**config.mk**
```make
export PLATFORM = sky130hd
export DESIGN_NAME = pb_bounce_emulator
export DESIGN_NICKNAME = d
export VERILOG_FILES = /design/src/rtl/pb_emu_pkg.sv /design/src/rtl/tick_gen_1khz.sv /design/src/rtl/pb_bounce_emulator.sv
export SDC_FILE = /design/constraint.sdc
export NUM_CORES = 1
export LEC_CHECK = 0
export ABC_CLOCK_PERIOD_IN_PS = 3500
export BUFFER_PORTS_ARGS = -buffer_cell sky130_fd_sc_hd__buf_4
export CORE_MARGIN = 10
export CORE_UTILIZATION = 50
export CTS_BUF_LIST = sky130_fd_sc_hd__clkbuf_2
export DETAILED_ROUTE_END_ITERATION = 12
export PLACE_DENSITY = 0.67
export RECOVER_POWER = 25
export SKIP_LAST_GASP = 1
export SLEW_MARGIN = 5
export SYNTH_ARGS = -nofsm -noshare
export SYNTH_HDL_FRONTEND = slang
export SYNTH_SLANG_ARGS = --single-unit
```
**constraint.sdc**
```tcl
create_clock -name CLOCK_50_I -period 3.5 [get_ports CLOCK_50_I]
set_input_delay 0.175 -clock CLOCK_50_I [delete_from_list [all_inputs] [get_ports CLOCK_50_I]]
set_output_delay 0.175 -clock CLOCK_50_I [all_outputs]
set_load 0.005 [all_outputs]
```
**src/rtl/pb_emu_pkg.sv**
```systemverilog
// Shared types and constants for the pushbutton bounce emulator.
package pb_emu_pkg;

    typedef enum logic [2:0] {
        S_IDLE,
        S_PRESS_BOUNCE,
        S_HOLD,
        S_RELEASE_BOUNCE,
        S_DONE
    } pb_emu_state_t;

    // Fibonacci taps 16,14,13,11 map to bits 15,13,12,10.
    localparam logic [15:0] LFSR_TAPS         = 16'hB400;
    localparam logic [15:0] LFSR_SEED_DEFAULT = 16'hACE1;

    function automatic logic [15:0] lfsr_next(input logic [15:0] state);
        return {state[14:0], ^(state & LFSR_TAPS)};
    endfunction

endpackage

```
**src/rtl/tick_gen_1khz.sv**
```systemverilog
// Free-running divider producing a one-clock tick every MAX_1kHz_div_count+1 clocks.
module tick_gen_1khz #(
    parameter int unsigned MAX_1kHz_div_count = 24999
) (
    input  logic CLOCK_50_I,
    input  logic resetn,
    output logic tick_o
);

    localparam int CNT_W = (MAX_1kHz_div_count > 0) ? $clog2(MAX_1kHz_div_count + 1) : 1;
    localparam logic [CNT_W-1:0] CNT_MAX = CNT_W'(MAX_1kHz_div_count);

    logic [CNT_W-1:0] cnt_q, cnt_d;

    assign tick_o = (cnt_q == CNT_MAX);

    always_comb begin
        cnt_d = tick_o ? '0 : cnt_q + CNT_W'(1);
    end

    // NOTE: sequential state uses non-blocking assignments so every flop samples pre-edge values.
    always_ff @(posedge CLOCK_50_I or negedge resetn) begin
        if (!resetn) begin
            cnt_q <= '0;
        end else begin
            cnt_q <= cnt_d;
        end
    end

endmodule

```
**src/rtl/pb_bounce_emulator.sv**
```systemverilog
// Drives active-low pushbutton lines with LFSR-driven contact bounce, one press per start request.
module pb_bounce_emulator
    import pb_emu_pkg::*;
#(
    parameter int unsigned NUM_BUTTONS        = 4,
    parameter int unsigned MAX_1kHz_div_count = 24999,
    parameter logic [15:0] LFSR_SEED          = LFSR_SEED_DEFAULT
) (
    input  logic                           CLOCK_50_I,
    input  logic                           resetn,
    input  logic                           start_i,
    input  logic [$clog2(NUM_BUTTONS)-1:0] button_idx_i,
    input  logic [3:0]                     bounce_ms_i,
    input  logic [15:0]                    hold_ms_i,
    output logic                           busy_o,
    output logic                           done_o,
    output logic [NUM_BUTTONS-1:0]         PUSH_BUTTON_N_O
);

    localparam int IDX_W = $clog2(NUM_BUTTONS);

    logic                   tick;
    pb_emu_state_t          state_q, state_d;
    logic [IDX_W-1:0]       idx_q, idx_d;
    logic [3:0]             bounce_q, bounce_d;
    logic [15:0]            hold_q, hold_d;
    logic [15:0]            ms_cnt_q, ms_cnt_d;
    logic [15:0]            lfsr_q, lfsr_d;
    logic [NUM_BUTTONS-1:0] lines_q, lines_d;
    logic                   busy_q, busy_d;
    logic                   done_q, done_d;
    logic [15:0]            ms_inc;

    tick_gen_1khz #(
        .MAX_1kHz_div_count(MAX_1kHz_div_count)
    ) u_tick_gen (
        .CLOCK_50_I(CLOCK_50_I),
        .resetn    (resetn),
        .tick_o    (tick)
    );

    assign ms_inc = ms_cnt_q + 16'd1;

    // NOTE: every _d gets a default before the case so no path leaves a latch behind.
    always_comb begin
        state_d  = state_q;
        idx_d    = idx_q;
        bounce_d = bounce_q;
        hold_d   = hold_q;
        ms_cnt_d = ms_cnt_q;
        lines_d  = lines_q;
        busy_d   = busy_q;
        done_d   = 1'b0;
        lfsr_d   = tick ? lfsr_next(lfsr_q) : lfsr_q;

        case (state_q)
            S_IDLE: begin
                lines_d = '1;
                busy_d  = 1'b0;
                if (start_i) begin
                    idx_d                 = button_idx_i;
                    bounce_d              = bounce_ms_i;
                    hold_d                = (hold_ms_i == 16'd0) ? 16'd1 : hold_ms_i;
                    ms_cnt_d              = 16'd0;
                    lines_d[button_idx_i] = 1'b0;
                    busy_d                = 1'b1;
                    state_d               = (bounce_ms_i == 4'd0) ? S_HOLD : S_PRESS_BOUNCE;
                end
            end
            S_PRESS_BOUNCE: if (tick) begin
                ms_cnt_d = ms_inc;
                if (ms_inc == {12'd0, bounce_q}) begin
                    lines_d[idx_q] = 1'b0;
                    ms_cnt_d       = 16'd0;
                    state_d        = S_HOLD;
                end else begin
                    lines_d[idx_q] = lfsr_q[0];
                end
            end
            S_HOLD: if (tick) begin
                ms_cnt_d = ms_inc;
                if (ms_inc == hold_q) begin
                    lines_d[idx_q] = 1'b1;
                    ms_cnt_d       = 16'd0;
                    if (bounce_q == 4'd0) begin
                        state_d = S_DONE;
                        done_d  = 1'b1;
                    end else begin
                        state_d = S_RELEASE_BOUNCE;
                    end
                end
            end
            S_RELEASE_BOUNCE: if (tick) begin
                ms_cnt_d = ms_inc;
                if (ms_inc == {12'd0, bounce_q}) begin
                    lines_d[idx_q] = 1'b1;
                    ms_cnt_d       = 16'd0;
                    state_d        = S_DONE;
                    done_d         = 1'b1;
                end else begin
                    lines_d[idx_q] = lfsr_q[0];
                end
            end
            S_DONE: begin
                lines_d = '1;
                busy_d  = 1'b0;
                state_d = S_IDLE;
            end
            default: begin
                lines_d = '1;
                busy_d  = 1'b0;
                state_d = S_IDLE;
            end
        endcase
    end

    always_ff @(posedge CLOCK_50_I or negedge resetn) begin
        if (!resetn) begin
            state_q  <= S_IDLE;
            idx_q    <= '0;
            bounce_q <= '0;
            hold_q   <= 16'd1;
            ms_cnt_q <= '0;
            lfsr_q   <= LFSR_SEED;
            lines_q  <= '1;
            busy_q   <= 1'b0;
            done_q   <= 1'b0;
        end else begin
            state_q  <= state_d;
            idx_q    <= idx_d;
            bounce_q <= bounce_d;
            hold_q   <= hold_d;
            ms_cnt_q <= ms_cnt_d;
            lfsr_q   <= lfsr_d;
            lines_q  <= lines_d;
            busy_q   <= busy_d;
            done_q   <= done_d;
        end
    end

    assign busy_o          = busy_q;
    assign done_o          = done_q;
    assign PUSH_BUTTON_N_O = lines_q;

endmodule

```
; ---- Word level (Yosys, flattened, before mapping)
; Index checks and enable logic that the tools add are counted.
[word_totals]
reg_bits = 78
input_bits = 25
output_inout_bits = 6
elab_cells = 87
[classes]
n_addsub = 2
n_lt_le_gt_ge = 4
eq_ne = 14
muxes = 39
n_bitwise = 4
n_reduce_logical = 14
[op_table]
columns = cell, n
row1 = $mux 16, 6
row2 = $pmux 16 s3, 1
row3 = $mux 4, 7
row4 = $mux 3, 8
row5 = $add 16x1->16 const B, 1
row6 = $eq 16x16->1, 1
row7 = $eq 16x4->1, 1
row8 = $logic_not 16->1, 1
row9 = $pmux 4 s4, 1
row10 = $reduce_xor 16->1, 1
row11 = $add 15x1->15 const B, 1
row12 = $eq 15x15->1 const B, 1
row13 = $mux 15, 1
row14 = $ne 2x2->1 const B, 7
row15 = $pmux 3 s4, 1
row16 = $logic_not 4->1, 2
row17 = $mux 1, 8
row18 = $not 4->4, 2
row19 = $reduce_and 4->1, 2
row20 = $reduce_and 7->1, 1
row21 = $eq 3x2->1 const B, 2
row22 = $lt 2x3->1 const B, 2
row23 = $and 4x4->4, 1
row24 = $bwmux 4, 1
row25 = 13 further kinds, 17

; ---- Logic depth before layout (Yosys ltp)
; Gate-level depths: netlist of the first run.
[logic_depth]
word_depth = 9
ltp_mapped = 12
ltp_nobuf = 9

; ---- Hierarchy
; From an unflattened synthesis of the first run, not the netlist that was laid out.
[unflattened]
cells_unflattened = 451
hier_area_um2 = 4690.7
[modules_own_cells]
columns = module, n_inst, cells_per_inst, area_each_um2, seq_area_each_um2
row1 = pb_bounce_emulator, 1, 375, 3898.7, 1592.8
row2 = tick_gen_1khz, 1, 76, 792.0, 375.4

; ---- Least setup slack after synthesis of the first run
; OpenSTA, ideal clock, no wires.
[synth_path]
kind = reg-to-reg
from = reg ms_cnt_q[1]
to = reg ms_cnt_q[10]
setup_time_ps = 118
t_arrival_ps = 2682
t_required_ps = 3382
setup_slack_ps = 700
stages_incl_launch_ff = 13
path_buffers = 3
period_less_slack_ps = 2800
cell_sequence = dfrtp_1 ha_1 buf_2 and4_1 buf_2 a2111oi_0 a31o_2 a31oi_1 nor4_1 nand2b_1 buf_2 a22oi_1 a21o_1
[synth_between]
elab_chain_len = 5
word_cells_on_any_way = 8
classes_between = 1 x add/sub / 2 x eq/ne / 5 x mux
[synth_rtl]
columns = item, line_no
row1 = start: declaration, pb_bounce_emulator.sv:27  ; logic [15:0] ms_cnt_q, ms_cnt_d;
row2 = start signal: assignment, pb_bounce_emulator.sv:133  ; ms_cnt_q <= ms_cnt_d;
row3 = $add 16x1->16 (*), pb_bounce_emulator.sv:42  ; assign ms_inc = ms_cnt_q + 16'd1;
row4 = $eq 16x4->1 or $eq 16x16->1 (tied branches), "pb_bounce_emulator.sv:72, pb_bounce_emulator.sv:95, pb_bounce_emulator.sv:82"
row5 = "$mux 16, on equally long branches", "pb_bounce_emulator.sv:72, pb_bounce_emulator.sv:95, pb_bounce_emulator.sv:82"
row6 = "$mux 16, on equally long branches", "pb_bounce_emulator.sv:93, pb_bounce_emulator.sv:80"
row7 = $pmux 16 s3 (*), pb_bounce_emulator.sv:56  ; case (state_q)
; Mark *: on every way between the ends. The rest lies on a longest branch, timed or not. The select of a mux whose other input is x is not followed.
; A chain may end at the register's enable or synchronous reset.

; ---- Worst setup path after layout of the first run
[layout_path]
from = reg ms_cnt_q[1]
to = reg ms_cnt_q[15]
; Same word-level chain as after synthesis.

==> results of run 1 <==
## logic make-up (layout without fill, tap and decap cells)
family,Yosys count,in the layout,share of synthesized area [%]
buf+inv,37,94,3.59
simple gates,227,227,25.2
mux,26,26,6.14
compound gates,97,97,14.3
fa+ha+maj,2,2,0.536
xor+xnor,42,42,8.04
flops,78,78,42.2
## final cells by class
type | count | area, um2
clock inverter | 7 | 62.6
timing repair buffer | 71 | 603
multi-input combinational | 394 | 2550
tap | 111 | 139
clock buffer | 9 | 45.0
inverter | 7 | 26.3
sequential | 78 | 1970
fill | 798 | 3760
## where the power goes
part / leakage (nW) / switching (mW) / internal [mW]
clock network: 0.0654 / 0.360 / 0.110
logic: 1.26 / 0.0342 / 0.0371
registers: 0.940 / 0 / 0.904
## state kept, by name (all words and copies together) (netlist names)
| signal | flops |
|---|---|
| busy_o | 1 |
| bounce_q | 4 |
| done_o | 1 |
| state_q | 3 |
| ms_cnt_q | 16 |
| hold_q | 16 |
| lfsr_q | 16 |
| PUSH_BUTTON_N_O | 4 |
| u_tick_gen.cnt_q | 15 |
| idx_q | 2 |
## worst max path at each step
stage | to | slack (ps) | cells after the start
CTS | ms_cnt_q[14] | 130 | 9
global placement | ms_cnt_q[15] | 200 | 8
floorplan | ms_cnt_q[10] | 700 | 12
global route | ms_cnt_q[15] | 130 | 10
finish | ms_cnt_q[15] | 320 | 10
detailed placement | ms_cnt_q[15] | 160 | 9
## stage by stage
stage	std cells	hold slack (ps)	worst slack [ps]	utilization [%]	power, mW
floorplan	509	-121	700	-	0.923
global placement	636	402	199	54.8	0.968
detailed placement	636	404	160	54.8	0.969
CTS	676	310	128	58.6	1.47
global route	677	373	135	58.9	1.51
finish	677	416	323	58.9	1.45
## cell usage in the layout (no fill, tap or decap), types with 4 or more instances in the layout
cell type	count
inv_1	7
and2_1	4
dlygate4sd3_1	24
nand3_1	24
a31oi_1	5
nor2b_1	10
and3_1	8
nor3_1	8
or4_1	5
clkbuf_2	10
a22oi_1	11
a21oi_1	18
mux2_2	21
nand4_1	10
mux2i_1	5
nand3b_1	5
nor2_1	29
dfrtp_1	64
xnor2_1	28
nand2_1	75
dfstp_2	13
a21o_1	13
o21ai_0	22
xor2_1	13
or3_1	15
nand2b_1	9
nor4_1	7
buf_4	45
## tightest hold or removal path: stages
cell           delay, ps
dlygate4sd3_1        520
buf_4                100
mux2_2               130
## routing by layer
layer	GRT usage (%)	vias to the layer above	share of wire (%)	routed length, um
li1	-	1916	-	-
met1	22.1	1876	46	5250
met2	29.6	80	50	5710
met3	3.39	12	3.4	387
met4	4.20	0	1.0	119
met5	0	-	0	0
## timing repair
| action | in CTS | in global routing |
|---|---|---|
| setup buffers | 0 | 1 |
| setup endpoints to repair | 0 | 14 |
| hold endpoints to repair | 88 | 0 |
| hold buffers | 24 | 0 |
| resized for setup | 0 | 2 |
==> metrics, run 1 <==
top cells by area in the synthesized netlist dfrtp_1, dfstp_2, nand2_1, xnor2_1, mux2_2; TritonCTS clock tree done; Mapped Area 0.00467 mm2; clk sinks 78; number of antenna cells inserted 0; number of setup violations in the final report 0; launching element of the worst setup path ms_cnt_q[1]; worst relative slew slack -27.9%; type of the tightest min-delay check in2reg; number of rows in the core area 35; CP cell instances ha_1 -> and4_1 -> nand2_1 -> a211oi_1 -> o22ai_1 -> or3b_2 -> o211ai_4 -> buf_12 -> a21oi_1 -> a211o_1; Setup TNS 0 ps; Mapped Avg Cell Area 9.17 um2; longest individual stage delay on the worst path 530 ps; worst setup path category reg2reg; number of enable flip-flop cells after synthesis 0; slowest library cell on the worst path or3b_2; FFs w/ async S/R, synth 100%; outcome finished with violations; worst reg2reg path startpoint ms_cnt_q[1]; final estimated routing congestion in global placement 0.952; final cell area excluding filler cells 0.00539 mm2; Vias/cell 5.74; share of post-route cells with drive strength above 1 20.7%; GR Util All Layers 17.4%; Synthesis Warnings 0; vias in the first global route 3855; Max IR drop VDD 0.150 mV; placed instance area 0.00502 mm2; Hold Path Origin hold_ms_i[6]; slew at the pin closest to its max-slew limit 1920 ps; post-synthesis sequential element count 78; floorplan die area 0.0136 mm2; number of I/O port buffers 30; Die Y-Extent 117 um; clock-pin slew on the worst setup and hold paths 250 ps; leading register cell type out of synthesis dfrtp_1; unrepaired setup endpoints after global routing false; Largest delay share family, worst path simple AND/OR/NAND/NOR gates; setup slack of the worst register-to-register path 320 ps; post-synthesis to final-layout area growth 15.5%; proportion of synthesized chip area in sequential cells 42.2%; I/O Pins 31; number of max-slew violations in the final report 79; pin count of the biggest net entering global routing 79; overall die width 117 um; synthesized instance count 509; Clock Latency Late Sink 540 ps; final critical-path share of the clock period 90.8%; Min Clock Period, post-route 3180 ps; antenna violations before repair 0; Vias 3884; # DRC 0; reg-to-reg critical path endpoint ms_cnt_q[15]; worst hold stages 3; CTS Root Cell clkbuf_2; Achievable Freq 315 MHz; worst reg2reg path depth 10; Routed WL 11.5 mm; count of unique library cells instantiated by Yosys 57; Arr. time, crit path 3620 ps; residual overflow from global routing 0; Mapped Nets 536; Detailed Routing Iterations Pass 1 5; total number of nets in the final design 588; total count of hold-check failures in the final report 0; endpoint of the worst hold path hold_q[6]; number of maximum-capacitance violations 1; power density of the placed cells 268 mW/mm2; clock skew after layout 36.0 ps; detailed placement HPWL 8.11 mm; Max Buffers Root-to-Sink 2; number of CTS-inserted buffers 9; count leader, synth nand2_1; critical path data required time 3950 ps; leakage power 2.27 nW; synth cell count leaders nand2_1, dfrtp_1, nor2_1; first-pass GRT wire length 19.0 mm; failing checks max-capacitance violations, max-slew violations; nature of the critical path endpoint register; highest net fanout along the worst path 15; Yosys top cell area share 34.9%; average wire per cell in the routed design 16.9 um; drt first-iter violations 353; cell taking the most area after synthesis dfrtp_1; CTS H-tree lvls 3; Core Area 0.00915 mm2; Buf+Inv Stages, Crit Path 1; starting density of the core 51.0%; Critical Path Start Type register; count of antenna-violating nets left after detailed routing 0
(Power assumes the default switching activity.)
==> run 2: changes to the inputs <==
- CELL_PAD_IN_SITES_DETAIL_PLACEMENT: unset -> 1
- CELL_PAD_IN_SITES_GLOBAL_PLACEMENT: unset -> 1
- CORE_UTILIZATION: 50 -> 49
- PLACE_DENSITY: 0.67 -> 0.82
==> metrics, run 2 (same netlist as run 1, synthesis figures left out) <==
Routed WL 13.1 mm (was 11.5 mm); uppermost signal routing layer after detailed routing met4 (unchanged); Vias 4033 (was 3884); unrepaired setup endpoints after global routing false (unchanged); net switching share of the total power 26.3% (was 27.3%); Clock Latency Late Sink 550 ps (was 540 ps); number of setup violations in the final report 0 (unchanged); CP cell instances ha_1 -> and4_1 -> a2111oi_0 -> buf_4 -> a31o_2 -> a31oi_1 -> nor3_1 -> mux2i_1 -> o221a_2 -> o21ai_0 (was ha_1 -> and4_1 -> nand2_1 -> a211oi_1 -> o22ai_1 -> or3b_2 -> o211ai_4 -> buf_12 -> a21oi_1 -> a211o_1); final estimated routing congestion in global placement 0.861 (was 0.952); number of rows in the core area 35 (unchanged); CTS Root Cell clkbuf_2 (unchanged); share of post-route cells with drive strength above 1 19.9% (was 20.7%); Core Area 0.00924 mm2 (was 0.00915 mm2); outcome finished with violations (unchanged); number of CTS-inserted buffers 9 (unchanged); Setup TNS 0 ps (unchanged); average wire per cell in the routed design 18.9 um (was 16.9 um); post-synthesis to final-layout area growth 15.0% (was 15.5%); vias in the first global route 4323 (was 3855); Worst Hold Slack 394 ps (was 416 ps); Met1 Routed Length 5.82 mm (was 5.25 mm); GR Util All Layers 19.1% (was 17.4%); Largest delay share family, worst path compound AO/OA/AOI/OAI gates (was simple AND/OR/NAND/NOR gates); residual overflow from global routing 0 (unchanged); highest net fanout along the worst path 9 (was 15); leakage power 2.25 nW (was 2.27 nW); nature of the critical path endpoint register (unchanged); slowest library cell on the worst path mux2i_1 (was or3b_2); I/O Pins 31 (unchanged); Achievable Freq 309 MHz (was 315 MHz); Max IR drop VDD 0.217 mV (was 0.150 mV); drt first-iter violations 254 (was 353); portion of total power attributed to the clock network 30.7% (was 32.5%); Vias/cell 5.83 (was 5.74); first-pass GRT wire length 22.1 mm (was 19.0 mm); Detailed Routing Iterations Pass 1 4 (was 5); Max Buffers Root-to-Sink 2 (unchanged); antenna violations before repair 0 (unchanged); number of I/O port buffers 30 (unchanged); TritonCTS clock tree done (unchanged); switching power 0.370 mW (was 0.394 mW); leading cell types in the layout, fill and taps excluded nand2_1, dfrtp_1, buf_4 (unchanged); count of antenna-violating nets left after detailed routing 0 (unchanged); CTS H-tree lvls 3 (unchanged); worst setup path category reg2reg (unchanged); clock skew after layout 59.9 ps (was 36.0 ps); final critical-path share of the clock period 92.4% (was 90.8%); number of maximum-capacitance violations 1 (unchanged); longest individual stage delay on the worst path 510 ps (was 530 ps); Internal Pwr Total 1.04 mW (was 1.05 mW); type of the tightest min-delay check in2reg (unchanged); leading registers by flop count hold_q (16), lfsr_q (16), ms_cnt_q (16) (unchanged); floorplan die area 0.0138 mm2 (was 0.0136 mm2); power density of the placed cells 262 mW/mm2 (was 268 mW/mm2); detailed-routed wire length on met3 582 um (was 387 um); overall die width 118 um (was 117 um); part of the power in registers 64.2% (was 62.6%); Min Clock Period, post-route 3240 ps (was 3180 ps); # DRC 0 (unchanged); number of max-slew violations in the final report 79 (unchanged); starting density of the core 50.5% (was 51.0%); clock-pin slew on the worst setup and hold paths 250 ps (about the same); total number of nets in the final design 585 (was 588); critical path data required time 4000 ps (was 3950 ps); Buf+Inv Stages, Crit Path 1 (unchanged); detailed placement HPWL 9.23 mm (was 8.11 mm); slew at the pin closest to its max-slew limit 1950 ps (was 1920 ps); clk sinks 78 (unchanged); worst relative slew slack -30.2% (was -27.9%); Arr. time, crit path 3730 ps (was 3620 ps); number of antenna cells inserted 0 (unchanged); pin count of the biggest net entering global routing 79 (unchanged); failing checks max-capacitance violations, max-slew violations (unchanged); routed length on met2 6.52 mm (was 5.71 mm); part of the total power dissipated in combinational logic 5.1% (was 4.9%); Critical Path Start Type register (unchanged); most common cell after layout, fill and taps aside nand2_1 (unchanged); Die Y-Extent 118 um (was 117 um); total count of hold-check failures in the final report 0 (unchanged)
==> run 2: changes by cell type in the layout (fill, tap and decap cells not counted) <==
cell | previous run | this run
buf_4 | 45 | 42
clkinvlp_4 | 1 | 0
clkinv_1 | 0 | 1
dfrtp_1 | 64 | 65
clkbuf_2 | 10 | 11
inv_8 | 1 | 0
clkinv_2 | 0 | 3
clkinv_4 | 2 | 0
dfrtp_2 | 1 | 0
inv_6 | 3 | 2
==> run 2: per-layer routing <==
metal  track usage, %  vias up
met3             2.73       11
li1                 -     1917
met4             6.49        0
met1             24.3     2024
met2             32.3       81
met5                0        -
==> run 2: final timing paths <==
path	to	slack, ps	cells past startpoint	startpoint
setup / recovery	PUSH_BUTTON_N_O[3]	260	10	ms_cnt_q[1]
hold / removal	bounce_q[0]	390	3	bounce_ms_i[0]
setup reg to reg	PUSH_BUTTON_N_O[3]	260	10	ms_cnt_q[1]
hold reg to reg	lfsr_q[7]	480	2	lfsr_q[6]
max in group asynchronous	ms_cnt_q[6]	1610	2	resetn
min in group asynchronous	ms_cnt_q[11]	640	2	resetn
==> run 2: through the flow <==
stage          setup WS [ps]  instance area [um2]  total power, mW  cells  util (%)
2_1_floorplan            700                 4670            0.923    509         -
3_3_place_gp            67.0                 5020            0.966    651      54.3
3_5_place_dp           -47.2                 5020            0.968    651      54.3
4_1_cts                 66.6                 5350             1.43    691      57.9
5_1_grt                 8.59                 5370             1.47    692      58.1
6_report                 264                 5370             1.41    692      58.1
==> run 2: area by class of cell <==
type / count / area [um2]
well taps: 129 / 161
clock inverters: 6 / 36.3
multi-input cells: 394 / 2550
repair buffers: 68 / 581
flip-flops and latches: 78 / 1970
fillers: 1078 / 3870
inverters: 7 / 26.3
clock buffers: 10 / 50.0
==> run 2: worst reg2reg max path: cells and delay by family, from the launching register on <==
family | cells | cell delay, ps
simple gates | 2 | 710
buf+inv | 1 | 190
flops | 1 | 490
fa+ha+maj | 1 | 300
compound gates | 5 | 1000
mux | 1 | 510
==> run 2: power groups by stage <==
stage | Sequential (mW) | Combinational, mW | Clock, mW
finish | 0.904 | 0.0713 | 0.432
global route | 0.905 | 0.0784 | 0.491
CTS | 0.904 | 0.0709 | 0.450
detailed placement | 0.918 | 0.0492 | 0
global placement | 0.918 | 0.0478 | 0
floorplan | 0.919 | 0.00418 | 0
==> run 2: timing repair <==
action / 4_1_cts / 5_1_grt
buffers inserted: 0 / 1
pin swaps: 0 / 1
cloned: 0 / 0
setup endpoints to repair: 14 / 14
gates resized for setup: 1 / 0
hold buffers: 24 / 0
hold endpoints to repair: 88 / 0
